File: config.mk
export PLATFORM = sky130hd
export DESIGN_NAME = spi_shift_engine
export DESIGN_NICKNAME = d
export VERILOG_FILES = /design/src/rtl/spi_shift_engine.sv
export SDC_FILE = /design/constraint.sdc
export NUM_CORES = 1
export LEC_CHECK = 0
export ABC_AREA = 1
export ABC_CLOCK_PERIOD_IN_PS = 3600
export BUFFER_PORTS_ARGS = -buffer_cell sky130_fd_sc_hd__buf_2
export CELL_PAD_IN_SITES_DETAIL_PLACEMENT = 0
export CELL_PAD_IN_SITES_GLOBAL_PLACEMENT = 1
export CORE_AREA = 2 2 92 76
export DETAILED_ROUTE_END_ITERATION = 7
export DIE_AREA = 0 0 94 78
export HOLD_SLACK_MARGIN = 0.02
export PLACE_DENSITY = 0.62
export SETUP_SLACK_MARGIN = 0.3
export SLEW_MARGIN = 20
export SYNTH_ARGS = -nofsm -noshare
export SYNTH_HDL_FRONTEND = slang
export SYNTH_SLANG_ARGS = --single-unit
File: constraint.sdc
create_clock -name clk -period 3.6 [get_ports clk]
set_input_delay 0.54 -clock clk [delete_from_list [all_inputs] [get_ports clk]]
set_output_delay 0.54 -clock clk [all_outputs]
set_load 0.01 [all_outputs]
File: src/rtl/spi_shift_engine.sv
// SPI serialiser/deserialiser: variable frame length, per-frame bit order,
// separate sample/shift strobes, back-to-back loading and collision pulses.
module spi_shift_engine #(
   parameter int DATA_LEN = 8,
   parameter int CNT_W    = $clog2(DATA_LEN + 1)
) (
   input  logic                clk,
   input  logic                rst,
   input  logic [DATA_LEN-1:0] data_in,
   input  logic                load,
   input  logic                lsb_first,
   input  logic [CNT_W-1:0]    frame_len,
   input  logic                sample_en,
   input  logic                shift_en,
   input  logic                serial_in,
   output logic                serial_out,
   output logic                busy,
   output logic                done,
   output logic [DATA_LEN-1:0] rx_data,
   output logic                collision
);

   localparam logic [CNT_W-1:0] FULL_LEN = CNT_W'(DATA_LEN);

   typedef enum logic {ST_IDLE, ST_BUSY} state_t;

   state_t              state, state_nx;
   logic [DATA_LEN-1:0] sr;
   logic [CNT_W-1:0]    cnt;
   logic [CNT_W-1:0]    len;
   logic                lsb_mode;
   logic                latch;

   logic [CNT_W-1:0]    eff_len;
   logic [DATA_LEN-1:0] len_mask, len_top, load_mask, shifted;
   logic                shift_act, last_shift, load_ok, ins_bit;

   always_comb begin
      eff_len   = frame_len;
      len_mask  = '0;
      len_top   = '0;
      load_mask = '0;
      if (frame_len == '0 || frame_len > FULL_LEN)
         eff_len = FULL_LEN;
      // Masks in place of variable part-selects: bits below len, and the len-1 position
      for (int unsigned i = 0; i < DATA_LEN; i++) begin
         len_mask[i]  = CNT_W'(i) < len;
         len_top[i]   = CNT_W'(i) == len - CNT_W'(1);
         load_mask[i] = CNT_W'(i) < eff_len;
      end
   end

   always_comb begin
      busy       = (state == ST_BUSY);
      shift_act  = busy && shift_en;
      last_shift = shift_act && (cnt == CNT_W'(1));
      load_ok    = load && (!busy || last_shift);
      ins_bit    = sample_en ? serial_in : latch;
      if (lsb_mode)
         shifted = (sr >> 1) | (len_top & {DATA_LEN{ins_bit}});
      else
         shifted = ((sr << 1) | DATA_LEN'(ins_bit)) & len_mask;
      serial_out = busy && (lsb_mode ? sr[0] : |(sr & len_top));
   end

   always_comb begin
      state_nx = state;
      if (load_ok)
         state_nx = ST_BUSY;
      else if (last_shift)
         state_nx = ST_IDLE;
   end

   always_ff @(posedge clk) begin
      if (rst)
         state <= ST_IDLE;
      else
         state <= state_nx;
   end

   always_ff @(posedge clk) begin
      if (rst) begin
         sr        <= '0;
         cnt       <= '0;
         len       <= FULL_LEN;
         lsb_mode  <= 1'b0;
         latch     <= 1'b0;
         done      <= 1'b0;
         collision <= 1'b0;
         rx_data   <= '0;
      end else begin
         done      <= last_shift;
         collision <= load && !load_ok;
         if (busy && sample_en)
            latch <= serial_in;
         if (last_shift)
            rx_data <= shifted;
         if (load_ok) begin
            sr       <= data_in & load_mask;
            len      <= eff_len;
            cnt      <= eff_len;
            lsb_mode <= lsb_first;
         end else if (shift_act) begin
            sr  <= shifted;
            cnt <= cnt - CNT_W'(1);
         end
      end
   end

endmodule

* Yosys cells after proc, flatten, opt, wreduce, memory -nomap -nowiden
Index checks and enable logic that the tools add are counted.
** Cells by class
- Multiplexer cells :: 10
- Bitwise gates (word level) :: 6
- $add $sub $neg :: 2
- Order comparisons :: 17
- Reductions and logical operators :: 15
- Eq/ne operators :: 8
** Operators by type and width (number)
- bitwise AND 8 bit :: 4
- less-than comparator 3 x 4 -> 1 bit, first input constant :: 8
- two-way mux 8 bit :: 3
- == test 3 x 4 -> 1 bit, first input constant :: 4
- less-than comparator 1 x 4 -> 1 bit, first input constant :: 4
- less-than comparator 2 x 4 -> 1 bit, first input constant :: 4
- two-way mux 4 bit :: 3
- == test 2 x 4 -> 1 bit, first input constant :: 2
- zero test 4 bit :: 2
- bitwise OR 7 x 8 -> 8 bit :: 1
- bitwise OR 8 x 1 -> 8 bit :: 1
- OR reduction 8 bit :: 1
- subtractor 4 x 1 -> 4 bit, second input constant :: 2
- logical AND 1 bit :: 6
- == test 1 x 4 -> 1 bit, first input constant :: 1
- == test 4 x 1 -> 1 bit, second input constant :: 1
- greater-than comparator 4 bit, second input constant :: 1
- two-way mux 1 bit :: 4
- nonzero test 2 bit :: 2
- zero test 1 bit :: 2
- logical OR 1 bit :: 2
** Word-level totals
- Bits in registers :: 29
- Word-level logic and storage cells :: 67
- Input bits :: 19

* Logic depth before layout (Yosys ltp)
- Depth after elaboration :: 7
- Mapped depth :: 10
- Mapped depth without buffers :: 9

* Worst setup path after synthesis
OpenSTA, ideal clock, no wires.
- Kind :: reg-to-output
- Start :: reg len[2]
- End :: out serial_out
- Data required time :: 3060 ps
- Arrival :: 1095 ps
- Stages on the path, launching flop included :: 9
- Setup slack :: 1965 ps
- Path through :: dfxtp_1 -> inv_1 -> nor2_1 -> nand3_1 -> nand2_1 -> nor2_1 -> nand3_1 -> nand2_1 -> nor2_1
** On the way
- Word-level cells in the longest chain between the ends :: 6
- Elaborated cells between the ends (all ways) :: 13
- Classes of those cells :: 1 x add/sub; 7 x eq/ne; 1 x mux; 1 x bitwise; 3 x reduce/logical
** Ends and longest elaborated chain
- start, declared :: line 30 : logic [CNT_W-1:0] len;
- start signal, assigned :: line 100 : len <= eff_len;
- subtractor 4 x 1 -> 4 bit (*) :: line 48 : len_top[i] = CNT_W'(i) == len - CNT_W'(1);
- == test 1 x 4 -> 1 bit (tied with other cells) :: line 48
- bitwise AND 8 bit (*) :: line 63 : serial_out = busy && (lsb_mode ? sr[0] : |(sr & len_top));
- OR reduction 8 bit (*) :: line 63
- two-way mux 1 bit (*) :: line 63
- logical AND 1 bit (*) :: line 63
- end, declared :: line 16 : output logic serial_out,
Mark *: on every way between the ends. The rest lies on a longest branch, timed or not.

* Worst setup path in the final report
- Start :: reg lsb_mode
- End :: out serial_out
** On the way
- Word-level cells in the longest chain between the ends :: 2
** Ends and longest elaborated chain
- start, declared :: line 31 : logic lsb_mode;
- start signal, assigned :: line 102 : lsb_mode <= lsb_first;
- two-way mux 1 bit :: line 63
- logical AND 1 bit :: line 63
Every way passes these cells.

==> impl_metrics.csv <==
group,metric,value,unit
power_and_ir_drop,peakVddDrop,133.8,uV
timing,setup_tns,0,ns
job,max_cap_violations,0,
die,core_area,0.006344,mm^2
die,ios,31,
cts,clock-root-buffer,"clkbuf_8",
placed_design,hpwlAfterDp,3914,um
setup_path,worst_ep_arrival_time,1.79,ns
power_and_ir_drop,static-leakage-power,1.041,nW
route,via_per_inst,4.617,
cts,cts_resized,0,
cts,clockBufferDepth,2,
hold_path,hold_path.class,"register to register",
yosys,syn-num-nets,310,
yosys,ys_seq_elements,29,
power_and_ir_drop,seqPwrFrac,47.0,%
route,drc,0,
setup_path,reg2reg_slack,1.80,ns
timing,final.setup_skew,0.006286,ns
yosys,synth.avg_cell_area,6.040,um^2
timing,timing.slew.headroom,64.95,%
cts,cts_setup_buffers,0,
timing,hold_viol_final,0,
setup_path,path_cells,"inv_1 -> or2_2 -> nand2_1 -> nor2_1 -> buf_2",
setup_path,cp-start-kind,"register",
cts,clock_latency,0.28,ns
cells_and_area,diodes,0,
placed_design,pre_cts_ws,1.595,ns
timing,period_share,64.78,%
timing,setup_slack,1.268,ns
power_and_ir_drop,p_comb_share,18.9,%
die,die_h,78,um
setup_path,setup.worst_path.end_class,"primary output",
route,antenna_left,0,
timing,timing.fmax,428.8,MHz
timing,drv_slew,0,
grt,grtUsageTotal,15.64,%
grt,gr-total-overflow,0,
route,wl_per_cell,12.58,um
cts,hold_buffers,0,
cts,htree_levels,2,
setup_path,reg2reg_depth,9,
yosys,seq_area_frac_synth,33.26,%
cts,numCtsBuffers,5,
power_and_ir_drop,sw_frac_of_total,31.28,%
timing,setup_violations,0,
timing,finalCriticalPeriod,2.332,ns
setup_path,critPathMaxFanout,16,
die,fp-row-count,26,
cts,clk_pin_slew_worst_paths,0.07,ns
yosys,yosys-top-cells-area,"dfxtp_1 (33%), nand2_1 (14%), nor2_1 (13%)",
yosys,ys_warn_count,0,
power_and_ir_drop,intPower,528.2,uW
setup_path,crit_family,"flip-flops",
yosys,post-synth-top-area-cell,"dfxtp_1",
hold_path,holdPathStages,2,
placed_design,io_buffers,30,
timing,rsz0062_at_grt,"false",
cells_and_area,instances_no_fill,405,
route,dr.pass1.iters,4,
route,drt_iter0_drc,84,
cts,cts_tree,"yes",
timing,worst_pin_slew,0.5239,ns
die,initial_utilization,27.51,%
placed_design,dp_cells,397,
yosys,syn_area,0.001745,mm^2
power_and_ir_drop,switchingPower,240.5,uW
yosys,syn_inst,289,
cells_and_area,drive_gt1_share,14.95,%
setup_path,critPathSlowestCell,"dfxtp_1",
setup_path,required,3.06,ns
grt,first_global_vias,1799,
placed_design,gp_congestion,0.8486,
setup_path,cp.depth,5,
setup_path,path_class,"register to primary output",
power_and_ir_drop,pwr-share-clk,34.1,%
power_and_ir_drop,powerDensity,376.2,mW/mm^2
die,die_w,94,um
grt,antenna_found_initial,0,
yosys,yosysTopAreaCellShare,33.26,%
outcome,status,"completed",
grt,grt_max_degree,25,
route,wl,5094,um
setup_path,slowest_delay,0.64,ns
die,die_area,0.007332,mm^2
setup_path,worst-path-buf-inv,2,
yosys,synth_cell_types,22,
cells_and_area,fin_nets,341,
cts,cts.sinks,29,
route,vias,1870,
cells_and_area,syn2layout_area_growth,17.06,%
grt,grt_pass1_wl,8825,um
==> sequential cells by signal, summed over array words and instances (netlist names) <==
register,flops
lsb_mode,1
cnt,4
rx_data,8
sr,8
collision,1
busy,1
latch,1
done,1
len,4
==> metrics by stage <==
step | utilization, % | area [um^2] | hold slack, ns | total power [mW]
finish | 32.21 | 2043 | 0.4754 | 0.7687
global route | 32.21 | 2043 | 0.5081 | 0.8229
CTS | 32.21 | 2043 | 0.4755 | 0.7770
detailed placement | 30.95 | 1963 | 0.4675 | 0.5146
global placement | 30.95 | 1963 | 0.4621 | 0.5167
floorplan | - | 1745 | 0.4497 | 0.4648
==> cells in the final DEF, fill, tap and decap left out, drive strengths merged <==
| cell type | n |
|---|---|
| nor2 | 60 |
| buf | 31 |
| nand3 | 38 |
| xnor2 | 1 |
| or2 | 3 |
| a21oi | 14 |
| nand4 | 5 |
| a21o | 1 |
| ha | 2 |
| o211ai | 3 |
| o21ai | 13 |
| dfxtp | 29 |
| inv | 40 |
| nand2 | 71 |
| nor3 | 2 |
| clkbuf | 8 |
==> final timing paths <==
kind	start	to
setup / recovery	lsb_mode	serial_out
hold / removal	latch	latch
setup reg to reg	busy	cnt[2]
hold reg to reg	latch	latch
==> layout make-up <==
| class | count | area [um^2] |
|---|---|---|
| Clock buffer | 8 | 80.08 |
| Fill cell | 740 | 4300 |
| Inverter | 40 | 150.1 |
| Multi-Input combinational cell | 213 | 969.7 |
| Sequential cell | 29 | 580.6 |
| Tap cell | 84 | 105.1 |
| Timing Repair Buffer | 31 | 157.7 |
==> tightest hold or removal path: cells and delay by family, from the launching register on <==
kind               cells  cell delay [ns]
DFF                    1             0.30
AOI/OAI and AO/OA      2             0.13
==> routing by layer <==
| metal | track usage (%) | wire [um] | vias to the layer above |
|---|---|---|---|
| met4 | 5.507 | 118 | 0 |
| met3 | 3.689 | 281 | 13 |
| met2 | 23.00 | 2131 | 47 |
| met5 | 0 | 0 | - |
| met1 | 22.20 | 2563 | 836 |
| li1 | - | - | 974 |
==> power groups by stage <==
stage / combinational, mW / clock, mW / sequential [mW]
after global placement: 0.149 / 0 / 0.368
after floorplan: 0.105 / 0 / 0.360
after global routing: 0.171 / 0.288 / 0.364
final: 0.145 / 0.262 / 0.361
after detailed placement: 0.147 / 0 / 0.368
after CTS: 0.147 / 0.269 / 0.361
==> Yosys cell counts (all sizes together) <==
master	count
a21o	1
a21oi	14
buf	3
clkbuf	4
dfxtp	29
ha	2
inv	40
nand2	71
nand3	38
nand4	5
nor2	60
nor3	2
o211ai	3
o21ai	13
or2	3
xnor2	1
==> cells by family (layout without fill, tap and decap cells) <==
logic type,Yosys count,after routing,synth area share (%)
simple gates,179,179,43.51
buf+inv,47,79,11.18
compound gates,31,31,10.11
flops,29,29,33.26
fa+ha+maj,2,2,1.433
xor+xnor,1,1,0.5019
(Power assumes the default switching activity.)
